File: config.mk
export PLATFORM = sky130hd
export DESIGN_NAME = hack_cpu_mc_flat
export DESIGN_NICKNAME = d
export VERILOG_FILES = /design/src/rtl/hack_cpu_mc_pkg.sv /design/src/rtl/hack_cpu_mc_if.sv /design/src/rtl/hack_cpu_mc_alu.sv /design/src/rtl/hack_cpu_mc.sv /design/src/flat_wrapper.sv
export SDC_FILE = /design/constraint.sdc
export NUM_CORES = 1
export LEC_CHECK = 0
export ABC_CLOCK_PERIOD_IN_PS = 6080
export BUFFER_PORTS_ARGS = -buffer_cell sky130_fd_sc_hd__buf_2
export CORE_ASPECT_RATIO = 1.75
export CORE_MARGIN = 3
export CORE_UTILIZATION = 53
export CTS_CLUSTER_DIAMETER = 200
export DETAILED_ROUTE_END_ITERATION = 16
export GPL_ROUTABILITY_DRIVEN = 0
export GPL_TIMING_DRIVEN = 0
export PLACE_DENSITY = 0.85
export SYNTH_ARGS = -nofsm -noshare
export SYNTH_HDL_FRONTEND = slang
export SYNTH_HIERARCHICAL = 1
export SYNTH_SLANG_ARGS = --single-unit
File: constraint.sdc
create_clock -name clk -period 6.08 [get_ports clk]
set_clock_uncertainty 0.2 [all_clocks]
set_input_delay 1.216 -clock clk [delete_from_list [all_inputs] [get_ports clk]]
set_output_delay 1.216 -clock clk [all_outputs]
set_load 0.02 [all_outputs]
File: src/rtl/hack_cpu_mc_pkg.sv
// Shared types and Hack instruction field positions for the multi-cycle core.
package hack_pkg;

  typedef enum logic [2:0] {
    FETCH,
    DECODE,
    MREAD,
    EXEC,
    MWRITE,
    HALT
  } state_e;

  localparam int CI    = 15;
  localparam int A_SEL = 12;
  localparam int ZX    = 11;
  localparam int NX    = 10;
  localparam int ZY    = 9;
  localparam int NY    = 8;
  localparam int F     = 7;
  localparam int NO    = 6;
  localparam int D_A   = 5;
  localparam int D_D   = 4;
  localparam int D_M   = 3;
  localparam int J_LT  = 2;
  localparam int J_EQ  = 1;
  localparam int J_GT  = 0;

endpackage

File: src/rtl/hack_cpu_mc_if.sv
// Instruction and data memory ports with ready-based wait states.
interface hack_cpu_mc_if #(
  parameter int WIDTH  = 16,
  parameter int ADDR_W = 15
);
  logic [ADDR_W-1:0] imem_addr;
  logic              imem_req;
  logic [15:0]       imem_rdata;
  logic              imem_ready;
  logic [ADDR_W-1:0] dmem_addr;
  logic              dmem_re;
  logic              dmem_we;
  logic [WIDTH-1:0]  dmem_wdata;
  logic [WIDTH-1:0]  dmem_rdata;
  logic              dmem_ready;

  modport master (
    output imem_addr, imem_req, dmem_addr, dmem_re, dmem_we, dmem_wdata,
    input  imem_rdata, imem_ready, dmem_rdata, dmem_ready
  );

  modport slave (
    input  imem_addr, imem_req, dmem_addr, dmem_re, dmem_we, dmem_wdata,
    output imem_rdata, imem_ready, dmem_rdata, dmem_ready
  );
endinterface

File: src/rtl/hack_cpu_mc_alu.sv
// Combinational Hack ALU of arbitrary width; arithmetic wraps modulo 2^WIDTH.
module hack_alu_w #(
  parameter int WIDTH = 16
) (
  input  logic signed [WIDTH-1:0] x_i,
  input  logic signed [WIDTH-1:0] y_i,
  input  logic                    zx_i,
  input  logic                    nx_i,
  input  logic                    zy_i,
  input  logic                    ny_i,
  input  logic                    f_i,
  input  logic                    no_i,
  output logic signed [WIDTH-1:0] out_o,
  output logic                    zr_o,
  output logic                    ng_o
);
  logic signed [WIDTH-1:0] xz, xn, yz, yn, fo;

  always_comb begin
    xz    = zx_i ? '0 : x_i;
    xn    = nx_i ? ~xz : xz;
    yz    = zy_i ? '0 : y_i;
    yn    = ny_i ? ~yz : yz;
    fo    = f_i ? (xn + yn) : (xn & yn);
    out_o = no_i ? ~fo : fo;
  end

  assign zr_o = (out_o == '0);
  assign ng_o = out_o[WIDTH-1];
endmodule

File: src/rtl/hack_cpu_mc.sv
// Multi-cycle Hack CPU: one FSM walks FETCH/DECODE/MREAD/EXEC/MWRITE, stalling on memory ready.
module hack_cpu_mc
  import hack_pkg::*;
#(
  parameter int WIDTH        = 16,
  parameter int ADDR_W       = 15,
  parameter int HALT_ON_LOOP = 1
) (
  input  logic           clk,
  input  logic           reset,
  hack_cpu_mc_if.master  bus,
  output logic           retire,
  output logic           halted
);
  state_e                  state_q, state_d;
  logic [ADDR_W-1:0]       pc_q, pc_d, pc_inc, target;
  logic signed [WIDTH-1:0] a_q, a_d, d_q, d_d, m_q, m_d, res_q, res_d;
  logic [15:0]             ir_q, ir_d;
  logic                    zr_q, zr_d, ng_q, ng_d;
  logic                    run_q;
  logic signed [WIDTH-1:0] alu_y, alu_out, c_res;
  logic                    alu_zr, alu_ng, c_zr, c_ng, jump, commit;
  logic                    ireq_c, re_c, we_c, retire_c, halted_c;

  // run_q stays low for the cycle after reset so no request escapes it.
  always_ff @(posedge clk) begin
    if (!reset) begin
      state_q <= FETCH;
      pc_q    <= '0;
      a_q     <= '0;
      d_q     <= '0;
      ir_q    <= '0;
      run_q   <= 1'b0;
    end else begin
      state_q <= state_d;
      pc_q    <= pc_d;
      a_q     <= a_d;
      d_q     <= d_d;
      ir_q    <= ir_d;
      run_q   <= 1'b1;
    end
  end

  always_ff @(posedge clk) begin
    m_q   <= m_d;
    res_q <= res_d;
    zr_q  <= zr_d;
    ng_q  <= ng_d;
  end

  assign alu_y = ir_q[A_SEL] ? m_q : a_q;

  hack_alu_w #(.WIDTH(WIDTH)) u_alu (
    .x_i  (d_q),
    .y_i  (alu_y),
    .zx_i (ir_q[ZX]),
    .nx_i (ir_q[NX]),
    .zy_i (ir_q[ZY]),
    .ny_i (ir_q[NY]),
    .f_i  (ir_q[F]),
    .no_i (ir_q[NO]),
    .out_o(alu_out),
    .zr_o (alu_zr),
    .ng_o (alu_ng)
  );

  // Commit happens from EXEC (live ALU) or from MWRITE (latched result).
  assign c_res  = (state_q == MWRITE) ? res_q : alu_out;
  assign c_zr   = (state_q == MWRITE) ? zr_q : alu_zr;
  assign c_ng   = (state_q == MWRITE) ? ng_q : alu_ng;
  assign jump   = (ir_q[J_LT] & c_ng) | (ir_q[J_EQ] & c_zr) | (ir_q[J_GT] & ~c_ng & ~c_zr);
  assign pc_inc = pc_q + ADDR_W'(1);
  assign target = a_q[ADDR_W-1:0];

  always_comb begin
    state_d  = state_q;
    pc_d     = pc_q;
    a_d      = a_q;
    d_d      = d_q;
    ir_d     = ir_q;
    m_d      = m_q;
    res_d    = res_q;
    zr_d     = zr_q;
    ng_d     = ng_q;
    ireq_c   = 1'b0;
    re_c     = 1'b0;
    we_c     = 1'b0;
    retire_c = 1'b0;
    halted_c = 1'b0;
    commit   = 1'b0;
    if (run_q) begin
      case (state_q)
        FETCH: begin
          ireq_c = 1'b1;
          if (bus.imem_ready) begin
            ir_d    = bus.imem_rdata;
            state_d = DECODE;
          end
        end
        DECODE: begin
          if (!ir_q[CI]) begin
            a_d      = WIDTH'(ir_q[14:0]);
            pc_d     = pc_inc;
            retire_c = 1'b1;
            state_d  = FETCH;
          end else begin
            state_d = ir_q[A_SEL] ? MREAD : EXEC;
          end
        end
        MREAD: begin
          re_c = 1'b1;
          if (bus.dmem_ready) begin
            m_d     = bus.dmem_rdata;
            state_d = EXEC;
          end
        end
        EXEC: begin
          res_d = alu_out;
          zr_d  = alu_zr;
          ng_d  = alu_ng;
          if (ir_q[D_M]) state_d = MWRITE;
          else           commit  = 1'b1;
        end
        MWRITE: begin
          we_c = 1'b1;
          if (bus.dmem_ready) commit = 1'b1;
        end
        HALT:    halted_c = 1'b1;
        default: state_d  = FETCH;
      endcase
    end
    if (commit) begin
      if (ir_q[D_A]) a_d = c_res;
      if (ir_q[D_D]) d_d = c_res;
      retire_c = 1'b1;
      pc_d     = jump ? target : pc_inc;
      if ((HALT_ON_LOOP != 0) && jump && (target == pc_q)) state_d = HALT;
      else                                                 state_d = FETCH;
    end
  end

  assign bus.imem_addr  = pc_q;
  assign bus.imem_req   = ireq_c & reset;
  assign bus.dmem_addr  = a_q[ADDR_W-1:0];
  assign bus.dmem_re    = re_c & reset;
  assign bus.dmem_we    = we_c & reset;
  assign bus.dmem_wdata = res_q;
  assign retire         = retire_c & reset;
  assign halted         = halted_c & reset;
endmodule

File: src/flat_wrapper.sv
// flat-port wrapper written by rule: the top's interface ports become plain ports
module hack_cpu_mc_flat import hack_pkg::*;
#(
  parameter int WIDTH        = 16,
  parameter int ADDR_W       = 15,
  parameter int HALT_ON_LOOP = 1
)
  (clk, reset, retire, halted, bus_imem_addr, bus_imem_req, bus_dmem_addr, bus_dmem_re, bus_dmem_we, bus_dmem_wdata, bus_imem_rdata, bus_imem_ready, bus_dmem_rdata, bus_dmem_ready);
  hack_cpu_mc_if #(.WIDTH(WIDTH), .ADDR_W(ADDR_W)) bus_i ();
  input  logic clk;
  input  logic reset;
  output logic retire;
  output logic halted;
  output wire logic [$bits(bus_i.imem_addr)-1:0] bus_imem_addr;
  output wire logic [$bits(bus_i.imem_req)-1:0] bus_imem_req;
  output wire logic [$bits(bus_i.dmem_addr)-1:0] bus_dmem_addr;
  output wire logic [$bits(bus_i.dmem_re)-1:0] bus_dmem_re;
  output wire logic [$bits(bus_i.dmem_we)-1:0] bus_dmem_we;
  output wire logic [$bits(bus_i.dmem_wdata)-1:0] bus_dmem_wdata;
  input wire logic [$bits(bus_i.imem_rdata)-1:0] bus_imem_rdata;
  input wire logic [$bits(bus_i.imem_ready)-1:0] bus_imem_ready;
  input wire logic [$bits(bus_i.dmem_rdata)-1:0] bus_dmem_rdata;
  input wire logic [$bits(bus_i.dmem_ready)-1:0] bus_dmem_ready;
  assign bus_imem_addr = bus_i.imem_addr;
  assign bus_imem_req = bus_i.imem_req;
  assign bus_dmem_addr = bus_i.dmem_addr;
  assign bus_dmem_re = bus_i.dmem_re;
  assign bus_dmem_we = bus_i.dmem_we;
  assign bus_dmem_wdata = bus_i.dmem_wdata;
  assign bus_i.imem_rdata = bus_imem_rdata;
  assign bus_i.imem_ready = bus_imem_ready;
  assign bus_i.dmem_rdata = bus_dmem_rdata;
  assign bus_i.dmem_ready = bus_dmem_ready;
  hack_cpu_mc #(.WIDTH(WIDTH), .ADDR_W(ADDR_W), .HALT_ON_LOOP(HALT_ON_LOOP)) u_core (.clk(clk), .reset(reset), .bus(bus_i), .retire(retire), .halted(halted));
endmodule
==> implementation parameters <==
Parameter                              Value

Route
  Routed vias    6385
  Detailed-route DRC error count    0
  Via density per instance    6.20
  WL per Instance    20.1 um
  Total length of routed wires    20700 um
  Remaining antenna violation count after routing    0
  Number of DRC markers in iteration 0    523
  Pre-antenna DRT Iters    6

Yosys
  Largest cells by area after synthesis    sky130_fd_sc_hd__dfxtp_1 20%, sky130_fd_sc_hd__edfxtp_1 15%, sky130_fd_sc_hd__xnor2_1 7.0%
  Yosys warning count    6
  Instance count of the mapped netlist    755
  Dominant combinational cell family by area after synthesis    simple AND/OR/NAND/NOR gates
  Average footprint of a synthesized cell    8.92 sq um
  Portion of synthesized cell area occupied by the leading cell type    19.9%
  Register area share after synthesis    35.1%
  Post-synth ARST share    0%
  Post-synthesis mux area share    6.89%
  Most instantiated library cell after synthesis    sky130_fd_sc_hd__nand2_1
  Flop and latch count out of synthesis    101
  Synth Net Count    slightly above 800
  Post-synthesis adder-cell area fraction    between 3 and 4%
  Most area-hungry cell type in the Yosys netlist    sky130_fd_sc_hd__dfxtp_1
  Mapped cell area    0.00673 sq mm
  Number of synthesized flops with an enable pin    34
  Xor/xnor cell area share of the yosys netlist    9.36%
  Post-synthesis cell type count    85
  Top cells by count, synth    94 x sky130_fd_sc_hd__nand2_1, 67 x sky130_fd_sc_hd__dfxtp_1, 54 x sky130_fd_sc_hd__xnor2_1
  Main synth FF type    sky130_fd_sc_hd__dfxtp_1
  Fraction of the mapped netlist area in compound gates    18.1%
  Post-Synth Simple-Gate Area    a little over a fifth

Clock tree
  Deepest level of the CTS H-tree    3
  Count of hold-fix buffers inserted at cts    0
  TritonCTS clock tree    built
  Clock-pin slew reported for the worst setup and hold paths after clock tree synthesis    about 80 ps
  Longest Clk Path Bufs    2
  Clock latency reported for the late side of the worst-skew pair    350 ps
  Clock tree root buffer cell    sky130_fd_sc_hd__clkbuf_16
  # clock sinks    101
  TritonCTS Buffers    9

STA
  Post-Route Setup TNS    0 ps
  Worst-case headroom to the max-slew limit    slightly below 40%
  Final Max Slew Viols    0
  Final period util    98.3%
  Final critical path time including I/O delays and setup    around 6000 ps
  Max Freq    about 170 MHz
  Worst-Margin Slew    903 ps
  Final number of hold-violating endpoints    0
  Number of failing setup endpoints in the final timing report    0

Critical path
  R2R setup slack    100 ps
  Maximum fanout encountered on the critical timing path    10
  CP Data Required Time    6120 ps
  Start point of the critical path    u_core/ir_q[12]
  Critical path capture point type    register
  Type of origin of the critical path    register
  Critical Path AT    6020 ps
  Worst r2r src    u_core/ir_q[12]
  Worst setup path category    reg -> reg

Final layout
  Final layout net count    914
  Ant diodes    0
  Post-synthesis to final-layout area growth    16.2%
  Fraction of final layout cells sized beyond drive strength 1    23.5%

Pwr
  Gate power share    between 10% and 20%
  Peak supply drop    0.000119 V
  Part of the power in the clock network    35.3%
  Power per standard cell area    206 mW/mm^2
  Total internal power    1130 uW
  Switching power    a little under 500 uW
  Net Sw Frac    30.0%
  Leak    0.00289 uW
  Sum of internal, switching and leakage power    1620 uW
  Sequential share of power    45.4%

Floorplan
  Ports    87
  Die area    0.0141 sq mm
  Chip width    about 91 um
  Starting density of the core    55.2%
  Standard-cell row count    53
  Die height    about 160 um
  CORE AREA    0.0122 sq mm

Placed design
  IO buf count    86
  Half-perimeter wire length after placement    15800 um

GRT
  Number of antenna violations at the first check in global routing    0
  Residual overflow from global routing    0
  First-pass GRT wire length    roughly 32000 um
  Via count of the first global-routing pass    6271
  Largest net degree at the start of global routing    20
  Total global routing track utilization    around 29%

Outcome
  Outcome    complete, no violations

Worst hold path
  Min-delay worst type    reg -> reg
  Startpoint of the tightest hold check path    u_core/ir_q[3]

Job
  Number of max-cap violations    0
-- power groups by stage --
stage / registers, uW / clock network, uW / logic, uW
after floorplan: 741 / 0 / 206
after global placement: 745 / 0 / 281
after detailed placement: 746 / 0 / 288
after CTS: 733 / 575 / 290
after global routing: 735 / 599 / 335
final: 734 / 570 / 312
-- final timing paths --
path / depth (start not counted) / end
hold / removal: 2 / u_core/ir_q[3]
setup / recovery: 20 / u_core/bus.imem_addr[14]
setup reg to reg: 20 / u_core/bus.imem_addr[14]
hold reg to reg: 2 / u_core/ir_q[3]
-- registers in the layout, summed over array words and instances, names as in the netlist --
name	count
u_core/state_q	3
u_core/d_q	16
u_core/a_q	16
u_core/m_q	16
u_core/bus.dmem_wdata	16
u_core/ir_q	16
u_core/ng_q	1
u_core/run_q	1
u_core/zr_q	1
u_core/bus.imem_addr	15
-- per-layer routing --
metal / wire, um / GRT usage, %
met5: 0 / 0
met4: 1560 / 18.6
met3: 1160 / 3.34
met2: 11000 / 54.4
met1: 7000 / 28.7
-- stage by stage --
step | instances | cell area [sq um] | hold WS (ps) | worst slack (ps) | util (%)
6_report | 1030 | 7830 | 299 | 101 | 64.1
3_5_place_dp | 1007 | 7390 | 263 | -636 | 60.6
2_1_floorplan | 755 | 6730 | 237 | 429 | -
3_3_place_gp | 1006 | 7370 | 259 | -589 | 60.4
5_1_grt | 1030 | 7830 | 328 | -41.5 | 64.1
4_1_cts | 1020 | 7690 | 297 | 5.24 | 63.1
-- layout by cell type (no fill, tap or decap), types with 6 or more instances in the layout --
master / netlist / layout
sky130_fd_sc_hd__clkbuf_1: 33 / 26
sky130_fd_sc_hd__edfxtp_1: 34 / 34
sky130_fd_sc_hd__nor3_1: 14 / 14
sky130_fd_sc_hd__nand2_1: 94 / 94
sky130_fd_sc_hd__and3_1: 18 / 18
sky130_fd_sc_hd__xnor2_1: 54 / 54
sky130_fd_sc_hd__nand2b_1: 39 / 39
sky130_fd_sc_hd__a211oi_1: 35 / 35
sky130_fd_sc_hd__a31oi_1: 9 / 9
sky130_fd_sc_hd__o211ai_1: 6 / 6
sky130_fd_sc_hd__o21ai_0: 24 / 22
sky130_fd_sc_hd__nor2b_1: 7 / 7
sky130_fd_sc_hd__nand3_1: 14 / 14
sky130_fd_sc_hd__mux2i_1: 25 / 25
sky130_fd_sc_hd__buf_4: 18 / 27
sky130_fd_sc_hd__a21oi_1: 46 / 45
sky130_fd_sc_hd__nand4_1: 6 / 6
sky130_fd_sc_hd__mux2_2: 19 / 19
sky130_fd_sc_hd__clkbuf_16: 0 / 9
sky130_fd_sc_hd__inv_1: 12 / 12
sky130_fd_sc_hd__nor2_1: 37 / 36
sky130_fd_sc_hd__dfxtp_1: 67 / 62
sky130_fd_sc_hd__nor4_1: 7 / 7
sky130_fd_sc_hd__ha_1: 17 / 13
sky130_fd_sc_hd__buf_2: 6 / 92
sky130_fd_sc_hd__xor2_1: 18 / 18
-- kinds of logic (layout without fill, tap and decap cells) --
| group | after synthesis | count (layout) |
|---|---|---|
| AND/OR/NAND/NOR | 273 | 273 |
| AO/OA/AOI/OAI | 173 | 173 |
| flip-flops | 101 | 101 |
| buffers and inverters | 74 | 184 |
| XOR/XNOR | 72 | 72 |
| multiplexers | 44 | 44 |
| adder cells (fa/ha/maj) | 18 | 18 |
-- critical path, cell delays in order, from the launching register on --
cell                       delay (ps)
sky130_fd_sc_hd__dfxtp_4          410
sky130_fd_sc_hd__buf_6            180
sky130_fd_sc_hd__mux2_2           350
sky130_fd_sc_hd__nand2b_1          90
sky130_fd_sc_hd__xnor2_1           80
sky130_fd_sc_hd__ha_1             410
sky130_fd_sc_hd__nand4_1          190
sky130_fd_sc_hd__or4_4            570
sky130_fd_sc_hd__nand2_4          110
sky130_fd_sc_hd__o22ai_2           80
sky130_fd_sc_hd__or4_4            520
sky130_fd_sc_hd__a221o_1          350
sky130_fd_sc_hd__or4b_1           560
sky130_fd_sc_hd__nor4_4           290
sky130_fd_sc_hd__buf_4            170
sky130_fd_sc_hd__nor3b_1           60
sky130_fd_sc_hd__mux2_2           330
sky130_fd_sc_hd__o31ai_4          340
sky130_fd_sc_hd__buf_6            200
sky130_fd_sc_hd__o22ai_1           90
sky130_fd_sc_hd__a211o_1          280
-- layout make-up --
| cell class | count | area (sq um) |
|---|---|---|
| clock inverters | 6 | 65.1 |
| inverters | 12 | 45.0 |
| plain buffers | 59 | 349 |
| repair buffers | 97 | 533 |
| flip-flops and latches | 101 | 2370 |
| clock buffers | 10 | 229 |
| fillers | 1023 | 4380 |
| well taps | 165 | 206 |
| multi-input cells | 580 | 4030 |
-- timing repair --
item / 4_1_cts / 5_1_grt
gates resized for setup: 10 / 23
endpoints found under the setup margin: 17 / 17
pin swaps: 0 / 4
setup buffers: 0 / 10
gates cloned: 0 / 0
Power figures use the tool's default switching activity.
